**config.mk**
```make
export PLATFORM = sky130hd
export DESIGN_NAME = ysyx_25030077_clint
export DESIGN_NICKNAME = d
export VERILOG_FILES = /design/src/rtl/ysyx_25030077_clint.sv
export SDC_FILE = /design/constraint.sdc
export NUM_CORES = 1
export LEC_CHECK = 0
export CORE_MARGIN = 4
export CORE_UTILIZATION = 55
export DETAILED_ROUTE_END_ITERATION = 8
export PLACE_DENSITY = 0.89
export SYNTH_ARGS = -nofsm -noshare
export SYNTH_HDL_FRONTEND = slang
export SYNTH_SLANG_ARGS = --single-unit
export TNS_END_PERCENT = 1
```
**constraint.sdc**
```tcl
create_clock -name clock -period 2.9 [get_ports clock]
set_input_delay 0.58 -clock clock [delete_from_list [all_inputs] [get_ports clock]]
set_output_delay 0.58 -clock clock [all_outputs]
set_load 0.05 [all_outputs]
```
**src/rtl/ysyx_25030077_clint.sv**
```systemverilog
// ysyx_25030077_clint
// Core-local timer read responder on the clint side of the crossbar.
// Holds a free-running 64-bit mtime with a programmable prescaler. It answers
// single-beat AXI-lite style reads of the low word (BASE) and the high word
// (BASE+4). Reading the low word snapshots the high word, so a low-then-high
// pair of 32-bit reads always returns one coherent 64-bit value.
//
// Ports:
//   clock, reset       system clock, synchronous active-high reset
//   io_axi_ar_*        read address channel (strb accepted but ignored)
//   io_axi_r_*         read data channel; r_data is zero whenever r_valid is low
//   io_axi_b_*         write response channel, tied inactive (b_ready ignored)
//
// Parameters:
//   DIV       clock cycles per mtime increment (>= 1)
//   RD_DELAY  extra cycles between the AR handshake and r_valid (0..15)
//   BASE      address of the mtime low word
module ysyx_25030077_clint #(
    parameter int unsigned DIV      = 1,
    parameter int unsigned RD_DELAY = 0,
    parameter logic [31:0] BASE     = 32'ha0000048
) (
    input  logic        clock,
    input  logic        reset,
    input  logic        io_axi_ar_valid,
    input  logic [31:0] io_axi_ar_addr,
    input  logic [2:0]  io_axi_ar_strb,
    output logic        io_axi_ar_ready,
    output logic        io_axi_r_valid,
    output logic [31:0] io_axi_r_data,
    input  logic        io_axi_r_ready,
    output logic        io_axi_b_valid,
    input  logic        io_axi_b_ready,
    output logic [1:0]  io_axi_b_resp
);

    localparam int PW = (DIV > 1) ? $clog2(DIV) : 1;

    typedef enum logic [1:0] {
        IDLE = 2'd0,
        WAIT = 2'd1,
        RESP = 2'd2
    } state_t;

    state_t         state;
    state_t         state_nxt;
    logic [63:0]    mtime;
    logic [PW-1:0]  presc;
    logic [31:0]    snap;
    logic           snap_valid;
    logic [31:0]    rdata_q;
    logic [3:0]     dly;
    logic           ar_fire;
    logic           r_fire;
    logic           tick;
    logic           is_lo;
    logic           is_hi;
    logic           unused_ok;

    // Response word for an accepted read, using mtime as it stands in the
    // handshake cycle (before this cycle's increment).
    function automatic logic [31:0] resp_word(
        input logic [31:0] addr,
        input logic [63:0] mt,
        input logic        sv,
        input logic [31:0] sn
    );
        logic [31:0] w;
        w = 32'h0;
        if (addr == BASE) begin
            w = mt[31:0];
        end else if (addr == BASE + 32'd4) begin
            w = sv ? sn : mt[63:32];
        end
        return w;
    endfunction

    assign unused_ok = ^{io_axi_ar_strb, io_axi_b_ready};

    assign io_axi_ar_ready = (state == IDLE);
    assign io_axi_r_valid  = (state == RESP);
    assign io_axi_r_data   = (state == RESP) ? rdata_q : 32'h0;
    assign io_axi_b_valid  = 1'b0;
    assign io_axi_b_resp   = 2'h0;

    assign ar_fire = io_axi_ar_valid && io_axi_ar_ready;
    assign r_fire  = io_axi_r_valid && io_axi_r_ready;
    assign tick    = (presc == PW'(DIV - 1));
    assign is_lo   = (io_axi_ar_addr == BASE);
    assign is_hi   = (io_axi_ar_addr == BASE + 32'd4);

    always_comb begin
        state_nxt = state;
        case (state)
            IDLE: begin
                if (ar_fire) begin
                    state_nxt = (RD_DELAY > 0) ? WAIT : RESP;
                end
            end
            WAIT: begin
                // dly counts 0..RD_DELAY-1 while in WAIT
                if (dly == 4'(RD_DELAY - 1)) begin
                    state_nxt = RESP;
                end
            end
            RESP: begin
                if (r_fire) begin
                    state_nxt = IDLE;
                end
            end
            default: state_nxt = IDLE;
        endcase
    end

    always_ff @(posedge clock) begin
        if (reset) begin
            mtime      <= 64'h0;
            presc      <= '0;
            state      <= IDLE;
            snap_valid <= 1'b0;
            snap       <= 32'h0;
            rdata_q    <= 32'h0;
            dly        <= 4'h0;
        end else begin
            // mtime runs in every state, independent of bus activity
            if (tick) begin
                presc <= '0;
                mtime <= mtime + 64'd1;
            end else begin
                presc <= presc + PW'(1);
            end

            state <= state_nxt;

            if (state == WAIT) begin
                dly <= dly + 4'd1;
            end else begin
                dly <= 4'h0;
            end

            if (ar_fire) begin
                rdata_q <= resp_word(io_axi_ar_addr, mtime, snap_valid, snap);
                if (is_lo) begin
                    snap       <= mtime[63:32];
                    snap_valid <= 1'b1;
                end else if (is_hi) begin
                    snap_valid <= 1'b0;
                end
            end
        end
    end

endmodule

```
**After elaboration in Yosys (flattened, before gate mapping)**

Cells that the tools add are included.

- Bits of input ports: 40
- Output and inout bits: 37
- Flip-flop bits (word level): 136

- Bitwise operators: 2
- Equal/unequal tests: 8
- Muxes and demuxes: 10
- Add/sub/neg operators: 3
- Reduce and logical (&&, ||, !) cells: 9

Operators with widths:

| operator | number |
|---|---|
| 32-bit two-way mux | 4 |
| 64-bit by 1-bit adder with 64-bit output (second input constant) | 1 |
| 32-bit equality test (second input constant) | 2 |
| 2-bit two-way mux | 3 |
| 2-bit case mux with 3 select lines | 1 |
| 4-bit by 1-bit adder with 4-bit output (second input constant) | 1 |
| 4-bit equality test (second input constant) | 1 |
| 2-bit by 1-bit inequality test with 1-bit output (second input constant) | 2 |
| 2-bit AND reduction | 2 |
| 2-bit OR reduction | 2 |
| 3-bit AND reduction | 1 |
| 2-bit by 1-bit equality test with 1-bit output (second input constant) | 1 |
| 2-bit equality test (second input constant) | 1 |
| 1-bit logical AND | 2 |
| 2-bit zero test | 1 |
| 1-bit two-way mux | 2 |
| 2-bit inequality test (second input constant) | 1 |
| 1-bit NOT | 2 |
| 2-bit nonzero test | 1 |
| 1-bit adder (second input constant) | 1 |

**Longest topological paths before layout**

Gate-level depths: netlist (run 1).

- Depth after elaboration: 4
- Gate-level depth with buffers: 7
- Mapped depth without buffers: 6

**Least setup slack after synthesis (run 1)**

No wires, ideal clock.

- Kind: input-to-reg
- Start point: in io_axi_ar_addr[5]
- End point: reg snap[10]
- Arrival: 2119 ps
- Setup time: 128 ps
- Slack: 654 ps
- Path buffers: 1
- Cell stages on the path: 6
- Cell sequence: nor4b_1 -> nand4_1 -> nor4_2 -> buf_2 -> mux2i_1 -> nor2_1

- Longest elaborated chain between the ends: 2

RTL lines:

| item | RTL line | source |
|---|---|---|
| start: declaration | 26 | `input logic [31:0] io_axi_ar_addr,` |
| 32-bit equality test | 89 | `assign is_lo = (io_axi_ar_addr == BASE);` |
| 2-bit AND reduction (no source line) | - |  |
| end signal: assignment | 144 | `snap <= mtime[63:32];` |
| end: declaration | 49 | `logic [31:0] snap;` |

Every way passes these cells.
A chain may end at the register's enable or synchronous reset.

**Worst setup path in the final report (run 1)**

- Start point: reg state[1]
- End point: out io_axi_r_data[6]

- Longest elaborated chain between the ends: 2

RTL lines:

| item | RTL line | source |
|---|---|---|
| start: declaration | 45 | `state_t state;` |
| start signal: assignment | 133 | `state <= state_nxt;` |
| 2-bit equality test | 82 | `assign io_axi_r_data = (state == RESP) ? rdata_q : 32'h0;` |
| 32-bit two-way mux | 82 |  |
| end: declaration | 30 | `output logic [31:0] io_axi_r_data,` |

Every way passes these cells.

==> flow_summary.yaml, run 1 <==
run_status:
  status: "complete, no violations"
detailed_routing:
  drtIter0Drc: 814
  via_per_inst: 6.045
  vias: 5755
  wl_um: 16510
  drtPass1Iterations: 5
  drc_errors: 0
  ant_nets: 0
  routedWlPerCell_um: 17.34
cells_and_area:
  design_area_mm2: 0.007607
  layout-drive-gt1-share: 0.07635
  final_util: 0.6987
  final.fill_count: 732
  final_net_count: 840
  area_delta_synth_final_pct: 23.65
  n_antenna_cell: 0
timing:
  fmax_mhz: 362.0
  rsz0062_at_grt: "false"
  finalClockSkew_ns: 0.006591
  timing.final.crit_share: 0.9527
  max_slew_margin: 0.3627
  hold_viol_final: 0
  tns_ns: 0
  drv_slew: 0
  tightestPinTransition_ns: 0.9472
  fin_crit_ns: 2.763
  setup_viol: 0
  setup_ws_ns: 0.1373
global_route:
  grt-ovfl-total: 0
  grt_max_degree: 76
  antenna_found_initial: 0
  grt_usage: 0.2605
  grt_first_pass_wirelength_um: 27110
  grt_pass1_vias: 5695
floorplan:
  initial_core_util: 0.5650
  num_rows: 38
  die_area_mm2: 0.01294
  die-height_um: 113.8
  ios: 77
  core_mm2: 0.01089
  die_width_um: 113.8
setup_path:
  worstSetupPathType: "flip-flop to output port"
  cp.required_ns: 2.32
  end_kind: "output port"
  start_kind: "flip-flop"
  arrival_ns: 2.18
  cp_max_fo: 36
pwr:
  p_per_area_mw_per_mm2: 556.7
  fin_total_pwr_mw: 4.235
  irDropWorstVdd_v: 0.0003477
  leakage_nw: 2.608
synthesis:
  synthFlopType: "dfxtp_1"
  ys_ff_latch: 131
  yosysSeqAreaShare: 0.4263
  synth.most_common_cell: "dfxtp_1"
  avgSynthCellArea_um2: 8.359
  synth.largest_area_cell: "dfxtp_1"
  synth_common_cells: "dfxtp_1 (131), nor2_1 (86), nand2_1 (85)"
  synth_cell_types: 41
  synthCells: 736
  synth_area_leaders: "dfxtp_1 (43%), mux2i_1 (9.8%), o21ai_0 (6.7%)"
  synth-async-reset-ratio: 0
  synth_edf_count: 0
  synth_warnings: 0
  synth_top_area_frac: 0.4263
  synth.cell_area_mm2: 0.006152
cts:
  cts_buffer_depth: 2
  clk_latency_ns: 0.53
  post-cts-setup-buffers: 0
  numCtsBuffers: 17
  cts-root-buf: "clkbuf_8"
  path_clk_slew_ns: 0.06
  cts_tree: "done"
  numClockSinks: 131
  htree_levels: 4
placed_design:
  gp_congestion: 0.9322
  dpl_cell_area_mm2: 0.006980
  place_hpwl_um: 10730
  pre_cts_slack_ns: 0.1139
  port_buffers: 69
worst_hold_path:
  min_path_type: "flip-flop to flip-flop"
run:
  cap_violations: 0
[state kept, by name, summed over array words and instances (netlist names)]
name / count
state: 1
mtime: 64
rdata_q: 32
presc: 1
snap: 32
snap_valid: 1
[cells by family (layout without fill, tap and decap cells)]
group,after synthesis,after routing,share of synthesized area
XOR/XNOR,38,38,0.05410
flip-flops,131,131,0.4263
other,1,4,0.0006095
AO/OA/AOI/OAI,120,120,0.1031
buffers and inverters,51,124,0.03457
AND/OR/NAND/NOR,334,334,0.2817
multiplexers,60,60,0.09762
adder cells (fa/ha/maj),1,1,0.002033
[through the flow]
step | hold WS [ns] | std cells
after floorplan | 0.4174 | 739
after global placement | 0.4269 | 920
after detailed placement | 0.4348 | 920
after CTS | 0.4478 | 952
after global routing | 0.4726 | 952
final | 0.4417 | 952
[power by group]
group          switching (mW)  internal, mW
Combinational          0.0967        0.0674
Sequential             0.0142          1.81
Clock                   0.771          1.48
[layout make-up]
cell class | count | area, µm² | share of cell area
Multi-Input combinational cell | 557 | 3339 | 0.4390
Sequential cell | 131 | 2625 | 0.3451
Timing Repair Buffer | 83 | 808.3 | 0.1062
Clock buffer | 22 | 473.0 | 0.06217
Tap cell | 140 | 175.2 | 0.02303
Clock inverter | 10 | 152.6 | 0.02007
Inverter | 9 | 33.78 | 0.004441
[layer usage]
layer / vias up / track usage / part of all wire
met5: - / 0 / 0
met4: 0 / 0.1354 / 0.031
met3: 62 / 0.06207 / 0.086
met2: 305 / 0.4295 / 0.48
met1: 2687 / 0.3161 / 0.40
li1: 2701 / - / -
[worst max-delay path, cell delays in order, from the launching register on]
cell	delay, ns
dfxtp_2	0.63
and2_1	0.21
clkdlybuf4s50_1	0.81
[placed cells by master, fill, tap and decap left out, drive strengths merged, types with 6 or more instances in the layout]
cell / synthesis / routed
and3: 11 / 11
mux2i: 60 / 60
clkdlybuf4s50: 0 / 66
nand4: 33 / 33
a21oi: 25 / 25
nor4b: 6 / 6
xor2: 29 / 29
nor2: 86 / 86
nand3: 24 / 24
clkbuf: 27 / 22
and2: 35 / 35
o21ai: 82 / 82
dfxtp: 131 / 131
or3: 16 / 16
inv: 9 / 9
nand2: 85 / 85
nor4: 16 / 16
xnor2: 9 / 9
buf: 15 / 17
or4: 6 / 6
[final timing paths]
check	start	end	slack [ns]	cells after the start
setup / recovery	state[1]$_SDFFE_PP0P_	io_axi_r_data[6]	0.14	2
hold / removal	rdata_q[19]$_SDFFE_PP0P_	rdata_q[19]$_SDFFE_PP0P_	0.44	2
setup reg to reg	mtime[12]$_SDFFE_PP0N_	mtime[63]$_SDFFE_PP0N_	0.21	5
hold reg to reg	rdata_q[19]$_SDFFE_PP0P_	rdata_q[19]$_SDFFE_PP0P_	0.44	2
[repair_timing]
action	4_1_cts	5_1_grt
hold buffers	0	0
resized for setup	1	0
endpoints found under the setup margin	33	0
Power figures use the tool's default switching activity.
==> run 2: changes to the inputs <==
--- a/config.mk
+++ b/config.mk
@@ -5,7 +5,6 @@
 export SDC_FILE = /design/constraint.sdc
 export NUM_CORES = 1
 export LEC_CHECK = 0
-export CORE_MARGIN = 4
 export CORE_UTILIZATION = 55
 export DETAILED_ROUTE_END_ITERATION = 8
 export PLACE_DENSITY = 0.89
==> run 2 against run 1 <==
Design area up 0.18%; first-iteration DRC count decreased by 19%; count of clock-buffer cells in the layout is 3 lower; clock power about the same; hold slack worse by 0.16 ns; sequential power hardly changed; routed wire length rose by 2.5%; highest routed layer unchanged.
==> flow_summary.yaml, run 2 (same netlist as run 1, synthesis figures left out) <==
setup_path:
  cp_cell_sequence: "nand4_1, nor4b_4, buf_4, nand4_1, or3_1, a21oi_1"
  start_kind: "flip-flop"
  worstSetupPathType: "flip-flop to flip-flop"
  arrival_ns: 3.27
  r2r-start: "mtime[14]$_SDFFE_PP0N_"
  r2r-end: "mtime[49]$_SDFFE_PP0N_"
  crit_slowest_cell: "nor4b_4"
  cpPeakStageDelay_ns: 0.70
  reg2regPathDepth: 6
  regToRegSetupSlack_ns: 0.09
  cp_common_cell: "nand4_1"
  cp.required_ns: 3.36
  end_kind: "flip-flop"
  cp_max_fo: 10
cts:
  post-cts-setup-buffers: 0
  cts_resized: 1
  cts_buffer_depth: 2
  hold_buffers: 0
  htree_levels: 4
  numCtsBuffers: 17
  numClockSinks: 131
  path_clk_slew_ns: 0.06
  clk_latency_ns: 0.54
  cts-root-buf: "clkbuf_8"
  cts_tree: "done"
cells_and_area:
  final_cell_mix: "dfxtp_1 (129), nor2_1 (85), nand2_1 (85)"
  mostFrequentLayoutCell: "dfxtp_1"
  regMostFlops: "mtime"
  largest_register_ff_count: 64
  final_cells: 952
  area_delta_synth_final_pct: 23.88
  reg.largest.list: "mtime: 64 flops, rdata_q: 32 flops, snap: 32 flops"
  final_util: 0.7000
  layout-drive-gt1-share: 0.07759
  final.fill_count: 750
  n_antenna_cell: 0
  final_net_count: 840
timing:
  rsz0062_at_grt: "false"
  tightestPinTransition_ns: 0.6489
  fin_crit_ns: 2.809
  hold_viol_final: 0
  timing.final.crit_share: 0.9687
  hold_ws_ns: 0.2787
  setup_viol: 0
  tns_ns: 0
  drv_slew: 0
  fmax_mhz: 356.0
  max_slew_margin: 0.5674
  finalClockSkew_ns: 0.006475
pwr:
  fin_total_pwr_mw: 4.230
  p_per_area_mw_per_mm2: 555.1
  leakage_nw: 2.598
  irDropWorstVdd_v: 0.0004857
run_status:
  status: "complete, no violations"
worst_hold_path:
  min_path_type: "input pin to flip-flop"
  holdPathEnd: "snap_valid$_SDFFE_PP0P_"
  min_from: "reset"
  holdPathStages: 2
floorplan:
  die-height_um: 107.8
  die_area_mm2: 0.01161
  core_mm2: 0.01089
  num_rows: 38
  ios: 77
  die_width_um: 107.8
  initial_core_util: 0.5650
detailed_routing:
  wl_um: 16930
  routedWlPerCell_um: 17.78
  via_per_inst: 6.151
  drtPass1Iterations: 6
  drc_errors: 0
  ant_nets: 0
  vias: 5856
  drtIter0Drc: 657
global_route:
  busiest_layer: "met2"
  grtUsageMet3: 0.06598
  grt_use_met1: 0.3594
  grt-ovfl-total: 0
  grt_first_pass_wirelength_um: 27150
  grt_pass1_vias: 5677
  use_met2: 0.5037
  antenna_found_initial: 0
  grt_usage: 0.3018
  grt_max_degree: 99
run:
  cap_violations: 0
placed_design:
  port_buffers: 69
  placed_cells: 920
  place_hpwl_um: 10570
  gp_congestion: 0.9101
[run 2: cell count changes in the layout (fill, tap and decap cells not counted), sizes merged]
cell      change
clkinvlp      +3
clkbuf        -3
[run 2: worst max path at each step]
stage	startpoint	slack [ns]	depth (start not counted)	to
after floorplan	io_axi_ar_addr[5]	0.65	6	snap[10]$_SDFFE_PP0P_
after global placement	io_axi_ar_addr[5]	0.21	6	rdata_q[27]$_SDFFE_PP0P_
after detailed placement	io_axi_ar_addr[5]	0.05	6	rdata_q[1]$_SDFFE_PP0P_
after CTS	state[1]$_SDFFE_PP0P_	0.07	2	io_axi_r_data[3]
after global routing	mtime[14]$_SDFFE_PP0N_	0.06	6	mtime[49]$_SDFFE_PP0N_
final	mtime[14]$_SDFFE_PP0N_	0.09	6	mtime[49]$_SDFFE_PP0N_
[run 2: area by class of cell]
type / count / area [µm²] / share of cell area
clock buffer: 19 / 441.7 / 0.05795
sequential: 131 / 2628 / 0.3448
timing repair buffer: 83 / 820.8 / 0.1077
inverter: 9 / 33.78 / 0.004433
clock inverter: 13 / 182.7 / 0.02397
tap: 140 / 175.2 / 0.02298
multi-input combinational: 557 / 3339 / 0.4382
[run 2: power by group]
part	switching, mW	leakage (nW)	internal (mW)
combinational	0.0964	1.25	0.0680
sequential	0.0148	1.06	1.80
clock	0.808	0.296	1.44
total	0.919	2.60	3.31
[run 2: layer usage]
layer / wire [µm] / vias to the layer above
met4: 481 / 0
met5: 0 / -
met2: 8371 / 314
li1: - / 2714
met3: 1410 / 57
met1: 6663 / 2771
[run 2: per-stage QoR]
stage                     worst slack [ns]  area (µm²)
final                              0.09071        7621
after global routing               0.05930        7621
after CTS                          0.07252        7619
after detailed placement           0.04929        6993
after global placement              0.2065        6993
after floorplan                     0.6538        6163
[run 2: critical path: cells and delay by family (launching register included)]
family | cells | cell delay (ns)
buffers and inverters | 1 | 0.25
DFF | 1 | 0.43
and+or+nand+nor | 4 | 1.89
AOI/OAI and AO/OA | 1 | 0.17
